==> config.mk <==
export PLATFORM = sky130hd
export DESIGN_NAME = payment_ledger_flat
export DESIGN_NICKNAME = d
export VERILOG_FILES = /design/src/rtl/payment_ledger_if.sv /design/src/rtl/payment_ledger.sv /design/src/flat_wrapper.sv
export SDC_FILE = /design/constraint.sdc
export NUM_CORES = 1
export LEC_CHECK = 0
export CORE_MARGIN = 2
export CORE_UTILIZATION = 30
export DETAILED_ROUTE_END_ITERATION = 8
export MAX_ROUTING_LAYER = met4
export SLEW_MARGIN = 10
export SYNTH_ARGS = -nofsm -noshare
export SYNTH_HDL_FRONTEND = slang
export SYNTH_SLANG_ARGS = --single-unit
==> constraint.sdc <==
create_clock -name clk -period 5.95 [get_ports clk]
set_clock_uncertainty 0.15 [all_clocks]
set_input_delay 1.19 -clock clk [delete_from_list [all_inputs] [get_ports clk]]
set_output_delay 1.19 -clock clk [all_outputs]
set_load 0.1 [all_outputs]
==> src/rtl/payment_ledger_if.sv <==
// Payment-instrument bus between the channel sources and the ledger.
// Channel i transfers on a rising clk edge where pay_valid[i] && pay_ready[i]; ready is a grant, never a precondition for valid.
interface payment_ledger_if #(
  parameter int N_CH   = 3,
  parameter int AMT_W  = 32,
  parameter int NUM_W  = 32,
  parameter int MICR_W = 16
);
  logic [N_CH-1:0]        pay_valid;
  logic [N_CH-1:0]        pay_ready;
  logic [N_CH*NUM_W-1:0]  pay_number;
  logic [N_CH*AMT_W-1:0]  pay_amount;
  logic [N_CH*MICR_W-1:0] pay_micr;

  modport master (output pay_valid, pay_number, pay_amount, pay_micr, input pay_ready);
  modport slave  (input pay_valid, pay_number, pay_amount, pay_micr, output pay_ready);
endinterface

==> src/rtl/payment_ledger.sv <==
// Multi-channel bill-payment ledger: round-robin intake, per-instrument validation,
// running total and end-of-cycle settlement against the amount due.
module payment_ledger #(
  parameter int              N_CH      = 3,
  parameter int              AMT_W     = 32,
  parameter int              NUM_W     = 32,
  parameter int              MICR_W    = 16,
  parameter logic [N_CH-1:0] MICR_REQ  = 3'b110,
  parameter int              DUP_DEPTH = 8,
  localparam int             CH_W      = (N_CH > 1) ? $clog2(N_CH) : 1
) (
  input  logic              clk,
  input  logic              reset,
  input  logic              bill_valid,
  input  logic [AMT_W-1:0]  current_month_bill,
  input  logic [AMT_W-1:0]  previous_month_balance,
  payment_ledger_if.slave   pay,
  input  logic              cycle_close,
  output logic [AMT_W-1:0]  paid_total,
  output logic              rej_valid,
  output logic [CH_W-1:0]   rej_channel,
  output logic [1:0]        rej_code,
  output logic              balance_valid,
  output logic [AMT_W-1:0]  next_month_balance,
  output logic [AMT_W-1:0]  excess_payment,
  output logic              busy,
  output logic [1:0]        stateDbg
);

  localparam int             PTR_W   = (DUP_DEPTH > 1) ? $clog2(DUP_DEPTH) : 1;
  localparam logic [CH_W-1:0] LAST_CH = CH_W'(N_CH - 1);

  typedef enum logic [1:0] {
    IDLE   = 2'd0,
    OPEN   = 2'd1,
    SETTLE = 2'd2,
    DONE   = 2'd3
  } ledgerState_t;

  ledgerState_t state, stateNext;

  logic [AMT_W-1:0]  due;
  logic [CH_W-1:0]   rrPtr;
  logic              histValid [DUP_DEPTH];
  logic [CH_W-1:0]   histCh    [DUP_DEPTH];
  logic [NUM_W-1:0]  histNum   [DUP_DEPTH];
  logic [PTR_W-1:0]  histWrPtr;

  logic              found;
  logic [N_CH-1:0]   grant;
  logic [CH_W-1:0]   grantIdx;
  logic [AMT_W-1:0]  selAmt;
  logic [NUM_W-1:0]  selNum;
  logic [MICR_W-1:0] selMicr;
  logic              selMicrReq;

  logic [AMT_W:0]    paidSum;
  logic [AMT_W:0]    dueSum;
  logic              dupHit;
  logic              reject;
  logic [1:0]        rejCodeNext;

  // Pass 0 searches from the pointer upward, pass 1 wraps to channel 0.
  always_comb begin : grantSel
    found      = 1'b0;
    grant      = '0;
    grantIdx   = '0;
    selAmt     = '0;
    selNum     = '0;
    selMicr    = '0;
    selMicrReq = 1'b0;
    if (state == OPEN) begin
      for (int pass = 0; pass < 2; pass++) begin
        for (int i = 0; i < N_CH; i++) begin
          if (!found && pay.pay_valid[i] && (pass == 1 || i >= int'(rrPtr))) begin
            found      = 1'b1;
            grant[i]   = 1'b1;
            grantIdx   = CH_W'(i);
            selAmt     = pay.pay_amount[i*AMT_W +: AMT_W];
            selNum     = pay.pay_number[i*NUM_W +: NUM_W];
            selMicr    = pay.pay_micr[i*MICR_W +: MICR_W];
            selMicrReq = MICR_REQ[i];
          end
        end
      end
    end
  end

  assign pay.pay_ready = grant;

  always_comb begin : checks
    paidSum = {1'b0, paid_total} + {1'b0, selAmt};
    dueSum  = {1'b0, previous_month_balance} + {1'b0, current_month_bill};
    dupHit  = 1'b0;
    for (int j = 0; j < DUP_DEPTH; j++) begin
      if (histValid[j] && histCh[j] == grantIdx && histNum[j] == selNum) dupHit = 1'b1;
    end
    reject      = 1'b1;
    rejCodeNext = 2'd0;
    if (selAmt == '0)                       rejCodeNext = 2'd0;
    else if (selMicrReq && selMicr == '0)   rejCodeNext = 2'd1;
    else if (dupHit)                        rejCodeNext = 2'd2;
    else if (paidSum[AMT_W])                rejCodeNext = 2'd3;
    else                                    reject      = 1'b0;
  end

  always_comb begin : nextState
    stateNext = state;
    case (state)
      IDLE:    if (bill_valid)  stateNext = OPEN;
      OPEN:    if (cycle_close) stateNext = SETTLE;
      SETTLE:  stateNext = DONE;
      DONE:    stateNext = IDLE;
      default: stateNext = IDLE;
    endcase
  end

  always_ff @(posedge clk or negedge reset) begin
    if (!reset) state <= IDLE;
    else        state <= stateNext;
  end

  always_ff @(posedge clk or negedge reset) begin
    if (!reset) begin
      due                <= '0;
      paid_total         <= '0;
      rrPtr              <= '0;
      rej_valid          <= 1'b0;
      rej_channel        <= '0;
      rej_code           <= '0;
      balance_valid      <= 1'b0;
      next_month_balance <= '0;
      excess_payment     <= '0;
      histWrPtr          <= '0;
      for (int j = 0; j < DUP_DEPTH; j++) begin
        histValid[j] <= 1'b0;
        histCh[j]    <= '0;
        histNum[j]   <= '0;
      end
    end else begin
      rej_valid     <= 1'b0;
      balance_valid <= (state == SETTLE);

      if (state == IDLE && bill_valid) begin
        due        <= dueSum[AMT_W] ? '1 : dueSum[AMT_W-1:0];
        paid_total <= '0;
      end

      if (found) begin
        rrPtr <= (grantIdx == LAST_CH) ? '0 : grantIdx + CH_W'(1);
        if (reject) begin
          rej_valid   <= 1'b1;
          rej_channel <= grantIdx;
          rej_code    <= rejCodeNext;
        end else begin
          paid_total           <= paidSum[AMT_W-1:0];
          histValid[histWrPtr] <= 1'b1;
          histCh[histWrPtr]    <= grantIdx;
          histNum[histWrPtr]   <= selNum;
          histWrPtr            <= histWrPtr + PTR_W'(1);
        end
      end

      if (state == SETTLE) begin
        if (paid_total >= due) begin
          next_month_balance <= '0;
          excess_payment     <= paid_total - due;
        end else begin
          next_month_balance <= due - paid_total;
          excess_payment     <= '0;
        end
      end
    end
  end

  assign busy     = (state != IDLE);
  assign stateDbg = state;

endmodule

==> src/flat_wrapper.sv <==
// flat-port wrapper written by rule: the top's interface ports become plain ports
module payment_ledger_flat 
#(
  parameter int              N_CH      = 3,
  parameter int              AMT_W     = 32,
  parameter int              NUM_W     = 32,
  parameter int              MICR_W    = 16,
  parameter logic [N_CH-1:0] MICR_REQ  = 3'b110,
  parameter int              DUP_DEPTH = 8,
  localparam int             CH_W      = (N_CH > 1) ? $clog2(N_CH) : 1
)
  (clk, reset, bill_valid, current_month_bill, previous_month_balance, cycle_close, paid_total, rej_valid, rej_channel, rej_code, balance_valid, next_month_balance, excess_payment, busy, stateDbg, pay_pay_valid, pay_pay_number, pay_pay_amount, pay_pay_micr, pay_pay_ready);
  payment_ledger_if #(.N_CH(N_CH), .AMT_W(AMT_W), .NUM_W(NUM_W), .MICR_W(MICR_W)) pay_i ();
  input  logic clk;
  input  logic reset;
  input  logic bill_valid;
  input  logic [AMT_W-1:0] current_month_bill;
  input  logic [AMT_W-1:0] previous_month_balance;
  input  logic cycle_close;
  output logic [AMT_W-1:0] paid_total;
  output logic rej_valid;
  output logic [CH_W-1:0] rej_channel;
  output logic [1:0] rej_code;
  output logic balance_valid;
  output logic [AMT_W-1:0] next_month_balance;
  output logic [AMT_W-1:0] excess_payment;
  output logic busy;
  output logic [1:0] stateDbg;
  input wire logic [$bits(pay_i.pay_valid)-1:0] pay_pay_valid;
  input wire logic [$bits(pay_i.pay_number)-1:0] pay_pay_number;
  input wire logic [$bits(pay_i.pay_amount)-1:0] pay_pay_amount;
  input wire logic [$bits(pay_i.pay_micr)-1:0] pay_pay_micr;
  output wire logic [$bits(pay_i.pay_ready)-1:0] pay_pay_ready;
  assign pay_i.pay_valid = pay_pay_valid;
  assign pay_i.pay_number = pay_pay_number;
  assign pay_i.pay_amount = pay_pay_amount;
  assign pay_i.pay_micr = pay_pay_micr;
  assign pay_pay_ready = pay_i.pay_ready;
  payment_ledger #(.N_CH(N_CH), .AMT_W(AMT_W), .NUM_W(NUM_W), .MICR_W(MICR_W), .MICR_REQ(MICR_REQ), .DUP_DEPTH(DUP_DEPTH)) u_core (.clk(clk), .reset(reset), .bill_valid(bill_valid), .current_month_bill(current_month_bill), .previous_month_balance(previous_month_balance), .pay(pay_i), .cycle_close(cycle_close), .paid_total(paid_total), .rej_valid(rej_valid), .rej_channel(rej_channel), .rej_code(rej_code), .balance_valid(balance_valid), .next_month_balance(next_month_balance), .excess_payment(excess_payment), .busy(busy), .stateDbg(stateDbg));
endmodule
==> flow_metrics.py, run 1 <==
metrics = {
    "yosys": {
        "synth_top_area_cell": "dfrtp_1",
        "synth.avg_cell_area_sq_um": 9.82,
        "synth_compound_area_frac": 0.192,
        "syn_nets": 3544,
        "synth_fa_ha_area_frac": 0.0569,
        "synth_edf_count": 0,
        "yosys_warnings": 0,
        "netlist_area_sq_um": 30400,
        "yosysUniqueCellTypes": 109,
        "yosys-mux-area-fraction": 0.135,
        "ys_ff_latch": 421,
        "synth_top_area_frac": 0.346,
        "synth_common_cells": "dfrtp_1, xnor2_1, a21oi_1",
        "synth_top_family_by_area": "compound AO/OA/AOI/OAI gates",
        "synth_xor_area_frac": 0.0965,
        "synthSimpleGateAreaFrac": 0.119,
        "synth_seq_area_share": 0.346,
        "synthArstFlopShare": 1.00,
        "synth_flop_cell": "dfrtp_1",
        "yosysMostFrequentCell": "dfrtp_1",
        "synthTopCellsByArea": "dfrtp_1, mux2_4, xnor2_1",
        "netlist_instances": 3097,
    },
    "cells_and_area": {
        "fillers": 9714,
        "layout.nets": 4255,
        "final_cells": 5209,
        "drive_gt1_frac": 0.233,
        "fin_area_sq_um": 41300,
        "area_growth_pct": 35.9,
        "utilization": 0.412,
    },
    "place": {
        "io_buffer_count": 416,
        "dpl.hpwl_mm": 90.3,
        "place_area_sq_um": 39100,
        "preCtsSetupSlack_ns": -1.07,
        "place_congestion": 0.949,
        "dp.cells": 5084,
    },
    "sta": {
        "fin_crit_ns": 5.81,
        "fin_ws_ns": 0.141,
        "fin_crit_sh": 0.976,
        "tightest_slew_ns": 1.10,
        "fmax_mhz": 172,
        "hold_viol_final": 0,
        "hold-worst-slack_ns": 0.320,
        "setup_viol_count_final": 0,
        "fin_setup_tns_ns": 0,
        "relSlewSlack": 0.265,
        "finalMaxSlewViolations": 0,
    },
    "cts": {
        "clock_path_buffers": 3,
        "cts_tree": "built",
        "cts_buffers": 48,
        "clkTransAtPathRegs_ns": 0.06,
        "clock_latency_ns": 0.64,
        "ctsHoldBuffers": 0,
        "cts.sinks": 421,
        "htreeDepth": 2,
        "cts-root-buf": "clkbuf_16",
    },
    "die": {
        "die_h_microns": 322,
        "core_sq_um": 100000,
        "num_rows": 116,
        "die_x_microns": 322,
        "io_pins": 419,
        "die-area_sq_um": 104000,
        "initial_core_util": 0.303,
    },
    "worst_setup_path": {
        "endpoint_kind": "flop",
        "cp-start-kind": "primary input",
        "path_cells": "buf_2, buf_12, nor2b_2, buf_4, o31a_1, o2bb2ai_1, o21ai_1, nor2_1, ha_1, a21o_1, a21o_1, a2111oi_2, o211a_1, o31ai_4, a211o_1, a311oi_2, o21ai_2, nand2b_4, buf_4, inv_4, and4_2, buf_12, mux2_2",
        "cp_max_fo": 35,
        "crit_arrival_ns": 6.15,
        "cp.required_ns": 6.29,
        "cpPeakStageDelay_ns": 0.38,
        "cp_slowest_cell": "mux2_2",
        "worst-setup-path-type": "primary input to flop",
    },
    "run_status": {
        "outcome": "finished clean",
    },
    "route": {
        "wl_mm": 116,
        "drt-vias-per-instance": 5.23,
        "dr_total_vias": 27242,
        "drtPass1Iterations": 6,
        "wl_per_cell_microns": 22.3,
        "drc": 0,
        "drt_iter0_markers": 1883,
        "ant_nets": 0,
    },
    "pwr": {
        "p_leak_nw": 18.4,
        "total_power_mw": 25.1,
        "power_density_nw_per_um2": 607,
        "ir_worst_vdd_uv": 402,
    },
    "grt": {
        "grt.total_usage": 0.223,
        "antenna_found_initial": 5,
        "overflow": 0,
        "grt_max_degree": 138,
        "grt_first_pass_wirelength_mm": 170,
        "grt_pass1_vias": 26848,
    },
    "flow_run": {
        "maxCapViolCount": 0,
    },
    "hold_path": {
        "hp-class": "flop to flop",
    },
}
-- worst max-delay path, delay by kind of cell --
family	cells	cell delay [ns]
compound gates	11	2.52
buf+inv	6	1.07
simple gates	4	0.60
mux	1	0.38
fa+ha+maj	1	0.32
-- final timing paths --
kind	slack (ns)	depth (start not counted)	to	startpoint
max	0.14	23	u_core.histNum[162]	pay_pay_valid[2]
min	0.32	1	u_core.histValid[7]	u_core.histValid[7]
max reg2reg	0.36	24	u_core.histNum[162]	u_core.rrPtr[0]
min reg2reg	0.32	1	u_core.histValid[7]	u_core.histValid[7]
max in group asynchronous	3.97	2	u_core.histNum[215]	reset
min in group asynchronous	0.39	1	u_core.next_month_balance[8]	reset
-- power by group --
| part | switching [mW] | internal (mW) |
|---|---|---|
| Sequential | 1.04 | 3.98 |
| Combinational | 9.74 | 7.14 |
| Clock | 1.36 | 1.82 |
-- state kept, by name, summed over array words and instances, names as in the netlist --
signal                     count
u_core.balance_valid           1
u_core.rej_valid               1
u_core.histCh                 16
u_core.rej_code                2
u_core.histValid               8
u_core.rej_channel             2
u_core.histNum               256
u_core.stateDbg                2
u_core.histWrPtr               3
u_core.rrPtr                   2
u_core.excess_payment         32
u_core.next_month_balance     32
u_core.paid_total             32
u_core.due                    32
-- final cells by class --
cell class | count | area, sq um | area share
Multi-Input combinational cell | 2335 | 18500 | 0.448
Sequential cell | 421 | 10500 | 0.255
Timing Repair Buffer | 851 | 8350 | 0.202
Tap cell | 1357 | 1700 | 0.0411
Clock buffer | 68 | 1390 | 0.0335
Inverter | 151 | 576 | 0.0139
Clock inverter | 22 | 284 | 0.00687
Antenna cell | 4 | 10.0 | 0.000242
-- cells in the final DEF (no fill, tap or decap), types with 95 or more instances in the layout --
cell and n:
inv_1 146, o21ai_0 166, buf_4 362, mux2_2 106, a21oi_1 187, xnor2_1 240
nand2_1 147, dfrtp_1 420, ha_1 128, nor2_1 134, mux2_4 141, clkdlybuf4s50_1 408
xor2_1 95
-- cells by family after synthesis --
logic type	count (synthesis)
xor+xnor	335
mux	323
flops	421
fa+ha+maj	136
compound gates	864
simple gates	677
buf+inv	341
-- what timing repair did --
action / CTS / global route
setup buffers: 16 / 12
pin swaps: 22 / 17
cloned: 3 / 1
setup endpoints to repair: 309 / 259
gates resized for setup: 37 / 13
-- layer usage --
layer | GRT usage | vias to the layer above | routed length, microns
met5 | - | - | 0
met3 | 0.0322 | 173 | 7000
met4 | 0.0678 | 0 | 3670
li1 | - | 12650 | -
met2 | 0.366 | 900 | 55000
met1 | 0.283 | 13519 | 50500
Power figures use the tool's default switching activity.
==> run 2, diff against run 1 <==
- clock period: 5.95 -> 6.8 ns (I/O delays scaled with it)
==> run 2 against run 1 <==
Against the previous run:
- sequential share of layout area grew 1.4 points
- final area fell by 5.0%
- die area stayed put
- register-to-register slack improved by 0.28 ns
- worst setup slack gained 0.17 ns
- via count is 3.7% lower
==> flow_metrics.py, run 2 (synthesized netlist as in run 1, its figures left out) <==
metrics = {
    "run_status": {
        "outcome": "finished clean",
    },
    "cells_and_area": {
        "largest_reg_flops": 256,
        "final_cells": 5040,
        "final_common_cell": "dfrtp_1",
        "layout_common_cells": "dfrtp_1, clkdlybuf4s50_1, buf_4, xnor2_1, a21oi_1",
        "drive_gt1_frac": 0.188,
        "area_growth_pct": 29.1,
        "top_register": "u_core.histNum",
        "layout.nets": 4086,
        "utilization": 0.392,
    },
    "grt": {
        "grt_first_pass_wirelength_mm": 162,
        "overflow": 0,
        "grt-busiest-layer": "met2",
        "grt_use_met3": 0.0308,
        "grt_max_degree": 142,
        "grt_pass1_vias": 25644,
        "grt.total_usage": 0.209,
        "antenna_found_initial": 9,
        "grt_use_met1": 0.276,
        "use_met2": 0.331,
    },
    "sta": {
        "rsz0062_at_grt": "no",
        "fin_crit_sh": 0.954,
        "tightest_slew_ns": 1.15,
        "fin_ws_ns": 0.314,
        "fin_setup_tns_ns": 0,
        "hold_viol_final": 0,
        "fmax_mhz": 154,
        "relSlewSlack": 0.234,
        "setup_viol_count_final": 0,
        "finalMaxSlewViolations": 0,
        "fin_crit_ns": 6.49,
    },
    "route": {
        "ant_nets": 0,
        "drc": 0,
        "wl_per_cell_microns": 21.5,
        "dr_total_vias": 26236,
        "wl_mm": 108,
        "drtPass1Iterations": 6,
        "drt-vias-per-instance": 5.21,
        "drt_iter0_markers": 1903,
    },
    "worst_setup_path": {
        "cp_max_fo": 20,
        "worst-setup-path-type": "primary input to flop",
        "crit_arrival_ns": 6.86,
        "cp.required_ns": 7.17,
        "endpoint_kind": "flop",
        "cp-start-kind": "primary input",
    },
    "cts": {
        "clock_path_buffers": 3,
        "cts-root-buf": "clkbuf_16",
        "cts_buffers": 47,
        "clkTransAtPathRegs_ns": 0.06,
        "cts_setup_buffers": 0,
        "cts.sinks": 421,
        "htreeDepth": 2,
        "cts_tree": "built",
        "clock_latency_ns": 0.64,
    },
    "place": {
        "place_congestion": 0.940,
        "preCtsSetupSlack_ns": -0.572,
        "io_buffer_count": 416,
        "dpl.hpwl_mm": 84.5,
        "dp.cells": 4947,
    },
    "die": {
        "core_sq_um": 100000,
        "initial_core_util": 0.303,
        "die_h_microns": 322,
        "die-area_sq_um": 104000,
        "io_pins": 419,
        "num_rows": 116,
        "die_x_microns": 322,
    },
    "pwr": {
        "p_leak_nw": 17.3,
        "ir_worst_vdd_uv": 355,
        "total_power_mw": 20.9,
        "power_density_nw_per_um2": 533,
    },
    "flow_run": {
        "maxCapViolCount": 0,
    },
    "hold_path": {
        "hp-class": "flop to flop",
    },
}
## run 2: final cells by class
cell class / count / area (sq um)
inverter: 151 / 569
tap: 1357 / 1700
timing repair buffer: 683 / 6520
clock inverter: 16 / 275
fill: 9932 / 61000
clock buffer: 69 / 1350
sequential: 421 / 10500
multi-input combinational: 2335 / 18300
antenna: 8 / 20.0
## run 2: through the flow
stage | hold WS (ns) | cell area, sq um
floorplan | 0.276 | 30400
global placement | 0.301 | 37600
detailed placement | 0.302 | 37600
CTS | 0.320 | 39200
global route | 0.329 | 39300
finish | 0.318 | 39300
## run 2: timing repair
action,CTS,global route
resized for setup,0,4
hold buffers,0,0
endpoints found under the setup margin,0,262
## run 2: path summary, 6_finish.rpt
| path | startpoint | to | slack, ns | depth (start not counted) |
|---|---|---|---|---|
| setup / recovery | pay_pay_amount[45] | u_core.histNum[203] | 0.31 | 22 |
| hold reg to reg | u_core.histValid[5] | u_core.histValid[5] | 0.32 | 1 |
| max in group asynchronous | reset | u_core.histNum[3] | 4.72 | 2 |
| setup reg to reg | u_core.rrPtr[1] | u_core.histNum[203] | 0.64 | 24 |
| min in group asynchronous | reset | u_core.excess_payment[6] | 0.52 | 1 |
| hold / removal | u_core.histValid[5] | u_core.histValid[5] | 0.32 | 1 |
## run 2: critical path, stage by stage
cell and delay (ns):
clkdlybuf4s50_1 0.51, buf_12 0.13, nor2b_1 0.05, and2_1 0.13, a2111oi_0 0.34, o21ai_0 0.29
nor2_1 0.27, ha_1 0.28, a21o_1 0.18, a21o_1 0.19, a2111oi_0 0.43, o211a_1 0.24
o31ai_1 0.12, a211o_1 0.34, a311oi_2 0.33, o21ai_0 0.19, nand2b_2 0.28, buf_4 0.18
inv_4 0.05, and4b_2 0.34, buf_12 0.23, mux2_2 0.35
## run 2: layer usage
layer / share of wire / up-vias / wire length (microns)
met5: 0 / - / 0
met4: 0.029 / 0 / 3140
met3: 0.058 / 161 / 6290
met2: 0.46 / 865 / 49800
met1: 0.45 / 12910 / 49200
li1: - / 12300 / -
## run 2: where the power goes
part | internal, mW | switching (mW) | total [mW]
clock | 1.58 | 1.14 | 2.71
combinational | 5.63 | 8.21 | 13.8
sequential | 3.48 | 0.877 | 4.36
